$ cat config.mk
export PLATFORM = sky130hd
export DESIGN_NAME = writeback_arbiter_flat
export DESIGN_NICKNAME = d
export VERILOG_FILES = /design/src/rtl/writeback_arbiter_pkg.sv /design/src/rtl/writeback_arbiter_if.sv /design/src/rtl/wb_result_fifo.sv /design/src/rtl/writeback_arbiter.sv /design/src/flat_wrapper.sv
export SDC_FILE = /design/constraint.sdc
export NUM_CORES = 1
export LEC_CHECK = 0
export BUFFER_PORTS_ARGS = -buffer_cell sky130_fd_sc_hd__buf_4
export CAP_MARGIN = 15
export CORE_ASPECT_RATIO = 0.9
export CORE_MARGIN = 2
export CORE_UTILIZATION = 55
export CTS_CLUSTER_DIAMETER = 50
export DETAILED_ROUTE_END_ITERATION = 12
export GPL_TIMING_DRIVEN = 0
export PLACE_DENSITY = 0.79
export SLEW_MARGIN = 20
export SYNTH_ARGS = -nofsm -noshare
export SYNTH_HDL_FRONTEND = slang
export SYNTH_SLANG_ARGS = --single-unit
export TNS_END_PERCENT = 5
$ cat constraint.sdc
create_clock -name clk -period 2.7 [get_ports clk]
set_input_delay 0.27 -clock clk [delete_from_list [all_inputs] [get_ports clk]]
set_output_delay 0.27 -clock clk [all_outputs]
set_load 0.05 [all_outputs]
$ cat src/rtl/writeback_arbiter_pkg.sv
// Shared types for the register file writeback arbiter.
// Address/data widths and the FIFO entry layout.
package writeback_arbiter_pkg;

  localparam int REG_ADDR_W = 5;
  localparam int DATA_W     = 32;

  typedef logic [REG_ADDR_W-1:0] reg_addr_t;
  typedef logic [DATA_W-1:0]     data_t;

  localparam reg_addr_t REG_ZERO = 5'd0;

  typedef struct packed {
    reg_addr_t addr;
    data_t     data;
  } wb_entry_t;

endpackage

$ cat src/rtl/writeback_arbiter_if.sv
// Bundle of pipeline, MDU, decode and register file
// signals seen by the writeback arbiter.
interface writeback_arbiter_if;
  import writeback_arbiter_pkg::*;

  reg_addr_t   pipe_wr_addr;
  data_t       pipe_wr_data;
  logic        mdu_issue;
  reg_addr_t   mdu_issue_addr;
  logic        mdu_res_valid;
  reg_addr_t   mdu_res_addr;
  data_t       mdu_res_data;
  logic        mdu_res_ready;
  reg_addr_t   dec_rs_addr;
  reg_addr_t   dec_rt_addr;
  reg_addr_t   dec_rd_addr;
  logic        stall;
  logic        drain_req;
  reg_addr_t   rf_write_addr;
  data_t       rf_data_in;
  logic [31:0] busy_mask;

  modport slave (
    input  pipe_wr_addr, pipe_wr_data,
    input  mdu_issue, mdu_issue_addr,
    input  mdu_res_valid, mdu_res_addr,
    input  mdu_res_data,
    output mdu_res_ready,
    input  dec_rs_addr, dec_rt_addr,
    input  dec_rd_addr,
    output stall, drain_req,
    output rf_write_addr, rf_data_in,
    output busy_mask
  );

  modport master (
    output pipe_wr_addr, pipe_wr_data,
    output mdu_issue, mdu_issue_addr,
    output mdu_res_valid, mdu_res_addr,
    output mdu_res_data,
    input  mdu_res_ready,
    output dec_rs_addr, dec_rt_addr,
    output dec_rd_addr,
    input  stall, drain_req,
    input  rf_write_addr, rf_data_in,
    input  busy_mask
  );

endinterface

$ cat src/rtl/wb_result_fifo.sv
// First-word-fall-through FIFO for MDU results.
// Push while full is taken only alongside a pop.
module wb_result_fifo
  import writeback_arbiter_pkg::*;
#(
  parameter int DEPTH = 4
) (
  input  logic      clk,
  input  logic      rst_n,
  input  logic      push,
  input  wb_entry_t din,
  input  logic      pop,
  output logic      full,
  output logic      empty,
  output wb_entry_t head
);

  localparam int PW = $clog2(DEPTH);

  logic [PW-1:0] rd_ptr;
  logic [PW-1:0] wr_ptr;
  logic [PW:0]   count;
  wb_entry_t     mem [DEPTH];
  logic          do_push;
  logic          do_pop;

  assign full    = (count == (PW+1)'(DEPTH));
  assign empty   = (count == '0);
  assign head    = mem[rd_ptr];
  assign do_pop  = pop && !empty;
  assign do_push = push && (!full || do_pop);

  // Pointers wrap naturally since DEPTH is a power of two.
  always_ff @(posedge clk or negedge rst_n) begin
    if (!rst_n) begin
      rd_ptr <= '0;
      wr_ptr <= '0;
      count  <= '0;
    end else begin
      if (do_push) wr_ptr <= wr_ptr + PW'(1);
      if (do_pop)  rd_ptr <= rd_ptr + PW'(1);
      unique case ({do_push, do_pop})
        2'b10:   count <= count + (PW+1)'(1);
        2'b01:   count <= count - (PW+1)'(1);
        default: count <= count;
      endcase
    end
  end

  // Storage; cleared on reset so head is never X.
  always_ff @(posedge clk or negedge rst_n) begin
    if (!rst_n) begin
      for (int i = 0; i < DEPTH; i++) mem[i] <= '0;
    end else if (do_push) begin
      mem[wr_ptr] <= din;
    end
  end

endmodule

$ cat src/rtl/writeback_arbiter.sv
// Register file write port arbiter: pipeline first,
// MDU results queued, scoreboard and starvation drain.
module writeback_arbiter
  import writeback_arbiter_pkg::*;
#(
  parameter int DEPTH        = 4,
  parameter int STARVE_LIMIT = 3
) (
  input logic clk,
  input logic rst_n,
  writeback_arbiter_if.slave bus
);

  localparam int CW = $clog2(STARVE_LIMIT + 1);

  logic        full;
  logic        empty;
  wb_entry_t   head;
  wb_entry_t   din;
  logic        pipe_act;
  logic        pop;
  logic        push;
  logic [31:0] busy;
  logic [31:0] set_mask;
  logic [31:0] clr_mask;
  logic [CW-1:0] starve_cnt;
  logic [CW-1:0] starve_nxt;
  logic        drain_q;

  assign pipe_act = (bus.pipe_wr_addr != REG_ZERO);
  assign pop      = !pipe_act && !empty;
  assign push     = bus.mdu_res_valid && !full &&
                    (bus.mdu_res_addr != REG_ZERO);
  assign din      = '{addr: bus.mdu_res_addr,
                      data: bus.mdu_res_data};

  assign bus.mdu_res_ready = !full;
  assign bus.busy_mask     = busy;
  assign bus.drain_req     = drain_q;
  assign bus.stall = busy[bus.dec_rs_addr] |
                     busy[bus.dec_rt_addr] |
                     busy[bus.dec_rd_addr];

  wb_result_fifo #(
    .DEPTH (DEPTH)
  ) u_fifo (
    .clk   (clk),
    .rst_n (rst_n),
    .push  (push),
    .din   (din),
    .pop   (pop),
    .full  (full),
    .empty (empty),
    .head  (head)
  );

  // Write port mux: pipeline wins, else FIFO head.
  always_comb begin
    bus.rf_write_addr = REG_ZERO;
    bus.rf_data_in    = '0;
    if (pipe_act) begin
      bus.rf_write_addr = bus.pipe_wr_addr;
      bus.rf_data_in    = bus.pipe_wr_data;
    end else if (!empty) begin
      bus.rf_write_addr = head.addr;
      bus.rf_data_in    = head.data;
    end
  end

  // Scoreboard set/clear masks for this cycle.
  always_comb begin
    set_mask = '0;
    clr_mask = '0;
    if (bus.mdu_issue && !bus.stall &&
        bus.mdu_issue_addr != REG_ZERO)
      set_mask[bus.mdu_issue_addr] = 1'b1;
    if (pop)
      clr_mask[head.addr] = 1'b1;
  end

  // Starvation counter next state, saturating.
  always_comb begin
    starve_nxt = starve_cnt;
    if (empty || pop)
      starve_nxt = '0;
    else if (starve_cnt < CW'(STARVE_LIMIT))
      starve_nxt = starve_cnt + CW'(1);
  end

  // Scoreboard: set wins over clear; r0 never busy.
  always_ff @(posedge clk or negedge rst_n) begin
    if (!rst_n)
      busy <= '0;
    else
      busy <= ((busy & ~clr_mask) | set_mask) &
              ~32'd1;
  end

  // Starvation state and registered drain request.
  always_ff @(posedge clk or negedge rst_n) begin
    if (!rst_n) begin
      starve_cnt <= '0;
      drain_q    <= 1'b0;
    end else begin
      starve_cnt <= starve_nxt;
      drain_q    <= (starve_nxt >= CW'(STARVE_LIMIT));
    end
  end

endmodule

$ cat src/flat_wrapper.sv
// flat-port wrapper written by rule: the top's interface ports become plain ports
module writeback_arbiter_flat import writeback_arbiter_pkg::*;
#(
  parameter int DEPTH        = 4,
  parameter int STARVE_LIMIT = 3
)
  (clk, rst_n, bus_pipe_wr_addr, bus_pipe_wr_data, bus_mdu_issue, bus_mdu_issue_addr, bus_mdu_res_valid, bus_mdu_res_addr, bus_mdu_res_data, bus_mdu_res_ready, bus_dec_rs_addr, bus_dec_rt_addr, bus_dec_rd_addr, bus_stall, bus_drain_req, bus_rf_write_addr, bus_rf_data_in, bus_busy_mask);
  writeback_arbiter_if bus_i ();
  input logic clk;
  input logic rst_n;
  input wire logic [$bits(bus_i.pipe_wr_addr)-1:0] bus_pipe_wr_addr;
  input wire logic [$bits(bus_i.pipe_wr_data)-1:0] bus_pipe_wr_data;
  input wire logic [$bits(bus_i.mdu_issue)-1:0] bus_mdu_issue;
  input wire logic [$bits(bus_i.mdu_issue_addr)-1:0] bus_mdu_issue_addr;
  input wire logic [$bits(bus_i.mdu_res_valid)-1:0] bus_mdu_res_valid;
  input wire logic [$bits(bus_i.mdu_res_addr)-1:0] bus_mdu_res_addr;
  input wire logic [$bits(bus_i.mdu_res_data)-1:0] bus_mdu_res_data;
  output wire logic [$bits(bus_i.mdu_res_ready)-1:0] bus_mdu_res_ready;
  input wire logic [$bits(bus_i.dec_rs_addr)-1:0] bus_dec_rs_addr;
  input wire logic [$bits(bus_i.dec_rt_addr)-1:0] bus_dec_rt_addr;
  input wire logic [$bits(bus_i.dec_rd_addr)-1:0] bus_dec_rd_addr;
  output wire logic [$bits(bus_i.stall)-1:0] bus_stall;
  output wire logic [$bits(bus_i.drain_req)-1:0] bus_drain_req;
  output wire logic [$bits(bus_i.rf_write_addr)-1:0] bus_rf_write_addr;
  output wire logic [$bits(bus_i.rf_data_in)-1:0] bus_rf_data_in;
  output wire logic [$bits(bus_i.busy_mask)-1:0] bus_busy_mask;
  assign bus_i.pipe_wr_addr = bus_pipe_wr_addr;
  assign bus_i.pipe_wr_data = bus_pipe_wr_data;
  assign bus_i.mdu_issue = bus_mdu_issue;
  assign bus_i.mdu_issue_addr = bus_mdu_issue_addr;
  assign bus_i.mdu_res_valid = bus_mdu_res_valid;
  assign bus_i.mdu_res_addr = bus_mdu_res_addr;
  assign bus_i.mdu_res_data = bus_mdu_res_data;
  assign bus_mdu_res_ready = bus_i.mdu_res_ready;
  assign bus_i.dec_rs_addr = bus_dec_rs_addr;
  assign bus_i.dec_rt_addr = bus_dec_rt_addr;
  assign bus_i.dec_rd_addr = bus_dec_rd_addr;
  assign bus_stall = bus_i.stall;
  assign bus_drain_req = bus_i.drain_req;
  assign bus_rf_write_addr = bus_i.rf_write_addr;
  assign bus_rf_data_in = bus_i.rf_data_in;
  assign bus_busy_mask = bus_i.busy_mask;
  writeback_arbiter #(.DEPTH(DEPTH), .STARVE_LIMIT(STARVE_LIMIT)) u_core (.clk(clk), .rst_n(rst_n), .bus(bus_i));
endmodule
==> metrics.md <==
| Metric | Value |
|---|---|
| Status | `finished with violations` |
| Failing checks | `negative setup slack` |
| Mapped Cells | `704` |
| Clock Skew | `0.008475 ns` |
| Antenna Cells | `0` |
| Largest net degree at the start of global routing | `69` |
| Worst Path Arrival | `2.49 ns` |
| Antenna violations before repair | `0` |
| RSZ-0062 raised after global routing | `yes` |
| Final HPWL DP | `18,050 um` |
| Period Utilization, post-route | `1.024` |
| Worst path top cell family by delay | `compound AO/OA/AOI/OAI gates` |
| Setup crit start kind | `flop` |
| Initial DRC Count | `569` |
| Post-DR wirelength/cell | `21.87 um` |
| Yosys cell types | `49` |
| Sequential share of power | `0.371` |
| Global-route wire length before repair | `39,750 um` |
| IO Pins | `170` |
| Core region area | `0.01695 mm^2` |
| Finish-stage setup viols | `1` |
| Initial core utilization | `0.5641` |
| Drt first pass iters | `5` |
| Worst Slack Setup Final | `-0.06430 ns` |
| Max_slew headroom | `0.2588` |
| Layout cells sized above 1 | `0.4813` |
| Switching share of total power | `0.3557` |
| CP endpoint kind | `output port` |
| DRC viols | `0` |
| PwrDens | `1157 mW/mm^2` |
| Combinational power share | `0.428` |
| Power Internal | `8891 uW` |
| VDD IR max | `0.0006659 V` |
| WL final | `25,000 um` |
| Worst-path clk slew | `0.07 ns` |
| Worst path buffer plus inverter count | `1` |
| Yosys reg bits | `189` |
| CTS Buf Count | `17` |
| Synth warnings | `0` |
| GRT overflow | `0` |
| P_leak | `0.005171 uW` |
| Die height | `129.1 um` |
| Worst hold path type | `in -> reg` |
| Port Buf Inserts | `162` |
| Mapped Area | `0.009560 mm^2` |
| CTS tree | `built` |
| Area Overhead vs Synth | `24.76%` |
| Post-synth EDFFs | `0` |
| Maxcap violations | `0` |
| Clock root buffer | `clkbuf_16` |
| Crit Path Category | `reg -> out` |
| CTS Buffer Depth | `2` |
| Synth Flop Type | `dfrtp_1` |
| Clock power frac | `0.201` |
| Die area | `0.01845 mm^2` |
| Syn_area_per_cell | `13.58 um^2` |
| Worst Tran Pin Value | `1.109 ns` |
| H-tree depth | `4` |
| DR vias/cell | `6.131` |
| Slowest cell on the critical path | `mux4_2` |
| Worst-Skew Late Latency | `0.43 ns` |
| Final nets | `999` |
| Vias in the first global route | `7,432` |
| Worst-path fanout max | `4` |
| P_sw | `4908 uW` |
| Vias | `7,008` |
| Max incr delay on CP | `0.49 ns` |
| Crit path cell chain | `mux4_2 > nand3b_1 > o31a_1 > o211ai_1 > o311ai_4 > or2_1 > buf_6` |
| Post-Syn Nets | `808` |
| Max Freq | `361.8 MHz` |
| Sequential share of the synthesized area | `0.4947` |
| All-Layer GR Usage | `0.2853` |
| Worst EP required | `2.43 ns` |
| Row count | `45` |
| Crit path time final | `2.764 ns` |
| FFs w/ async S/R, synth | `1.000` |
| Routed Antenna Nets | `0` |
| Final setup TNS | `-0.06430 ns` |
| Max Slew Vio Count | `0` |
| Chip Width | `143.0 um` |
| CTS Sinks | `189` |
| PnR Total Power | `13,800 uW` |
| Final Wtd Congestion | `0.8756` |
| Final hold vios | `0` |
[layout by cell type, fill, tap and decap left out, types with 3 or more instances in the layout]
cell type / n
a21o_1: 4
a21oi_1: 5
a22o_1: 32
and3_1: 3
buf_2: 5
buf_4: 171
buf_6: 9
bufinv_16: 4
clkbuf_1: 24
clkbuf_16: 17
clkbuf_2: 3
clkbuf_8: 6
dfrtp_1: 186
dfrtp_2: 3
ha_1: 5
inv_1: 10
mux2_2: 149
mux2i_1: 13
mux4_2: 53
nand2_1: 52
nand2b_1: 3
nand3_1: 5
nand3b_1: 4
nor2_1: 12
nor2b_1: 5
nor3_1: 6
nor3b_1: 6
o21ai_0: 18
o21ai_1: 16
o31ai_1: 31
xnor2_1: 3
xor2_1: 3
[worst paths after layout]
path                                     startpoint                       end  slack [ns]  cells after the start
max                        u_core.bus.busy_mask[10]                 bus_stall       -0.06                      7
min                            bus_mdu_res_data[23]     u_core.u_fifo.mem[23]        0.09                      2
max reg2reg                  u_core.u_fifo.count[0]    u_core.u_fifo.mem[106]        0.17                      7
min reg2reg                    u_core.starve_cnt[0]      u_core.starve_cnt[0]        0.48                      1
max in group asynchronous                     rst_n  u_core.bus.busy_mask[11]        1.65                      3
min in group asynchronous                     rst_n     u_core.u_fifo.mem[48]        0.34                      2
[flip-flops by register name, indices dropped and copies added (netlist names)]
register,cells
u_core.bus.busy_mask,31
u_core.bus.drain_req,1
u_core.starve_cnt,2
u_core.u_fifo.count,3
u_core.u_fifo.mem,148
u_core.u_fifo.rd_ptr,2
u_core.u_fifo.wr_ptr,2
[synth_stat cells, types with 3 or more instances]
library cell,instances,area (um^2)
nor3_1,6,30.03
nor2_1,12,45.04
a21o_1,4,30.03
dfrtp_1,189,4730
nor2b_1,5,31.28
o21ai_0,18,90.09
mux2i_1,14,140.1
inv_1,10,37.54
nand3b_1,4,30.03
ha_1,5,62.56
o21ai_1,16,80.08
buf_2,8,40.04
a21oi_1,5,25.02
and3_1,3,18.77
nand3_1,5,25.02
xor2_1,3,26.28
nand2b_1,3,18.77
nand2_1,52,195.2
mux2_2,149,1678
nor3b_1,6,45.04
buf_1,4,15.01
mux4_2,53,1194
a22o_1,32,280.3
o31ai_1,31,232.7
xnor2_1,3,26.28
clkbuf_1,27,101.4
buf_6,5,56.30
[power groups by stage]
stage          Clock, uW  Combinational, uW  Sequential, uW
2_1_floorplan          0               3790            5350
3_3_place_gp           0               5580            4950
3_5_place_dp           0               5780            5110
4_1_cts             2790               5890            5090
5_1_grt             2910               6320            5260
6_report            2770               5910            5120
[routing by layer]
metal / vias to the layer above / track usage / wire (um)
met1: 3612 / 0.3825 / 10130
li1: 3068 / - / -
met4: 0 / 0.09144 / 439
met2: 287 / 0.4723 / 12460
met5: - / 0 / 0
met3: 41 / 0.06171 / 1981
[cells by family (layout without fill, tap and decap cells)]
group	count (synthesis)	after routing	share of synthesized area
multiplexers	217	217	0.3162
flip-flops	189	189	0.4947
AO/OA/AOI/OAI	120	120	0.08978
AND/OR/NAND/NOR	109	109	0.05706
buffers and inverters	56	260	0.02774
adder cells (fa/ha/maj)	6	6	0.008638
XOR/XNOR	6	6	0.005498
other	1	1	0.0003922
[final cells by class]
class | instances | area [um^2]
fill | 1165 | 5020
timing repair buffer | 173 | 1353
tap | 235 | 294.0
inverter | 10 | 37.54
sequential | 189 | 4733
buffer | 45 | 254.0
clock buffer | 24 | 511.7
multi-input combinational | 459 | 4593
clock inverter | 8 | 151.4
[per-stage QoR]
stage	std cells	util	area [um^2]	worst slack, ns	hold slack (ns)
global placement	1101	0.6532	11070	-0.3285	0.4365
CTS	1142	0.7017	11890	-0.02043	0.08248
floorplan	704	-	9560	0.1956	-0.02559
finish	1143	0.7038	11930	-0.06430	0.08902
global route	1143	0.7038	11930	-0.1559	0.08268
detailed placement	1103	0.6569	11130	-0.4437	0.2241
[timing repair]
action                                 4_1_cts  5_1_grt
buffers inserted                             7        1
endpoints found under the hold margin       56        0
setup endpoints to repair                   31       27
hold buffers                                 1        0
pin swaps                                    3        2
cloned                                       0        0
resized for setup                           14        9
No activity file was read; power rests on OpenSTA's default activity.
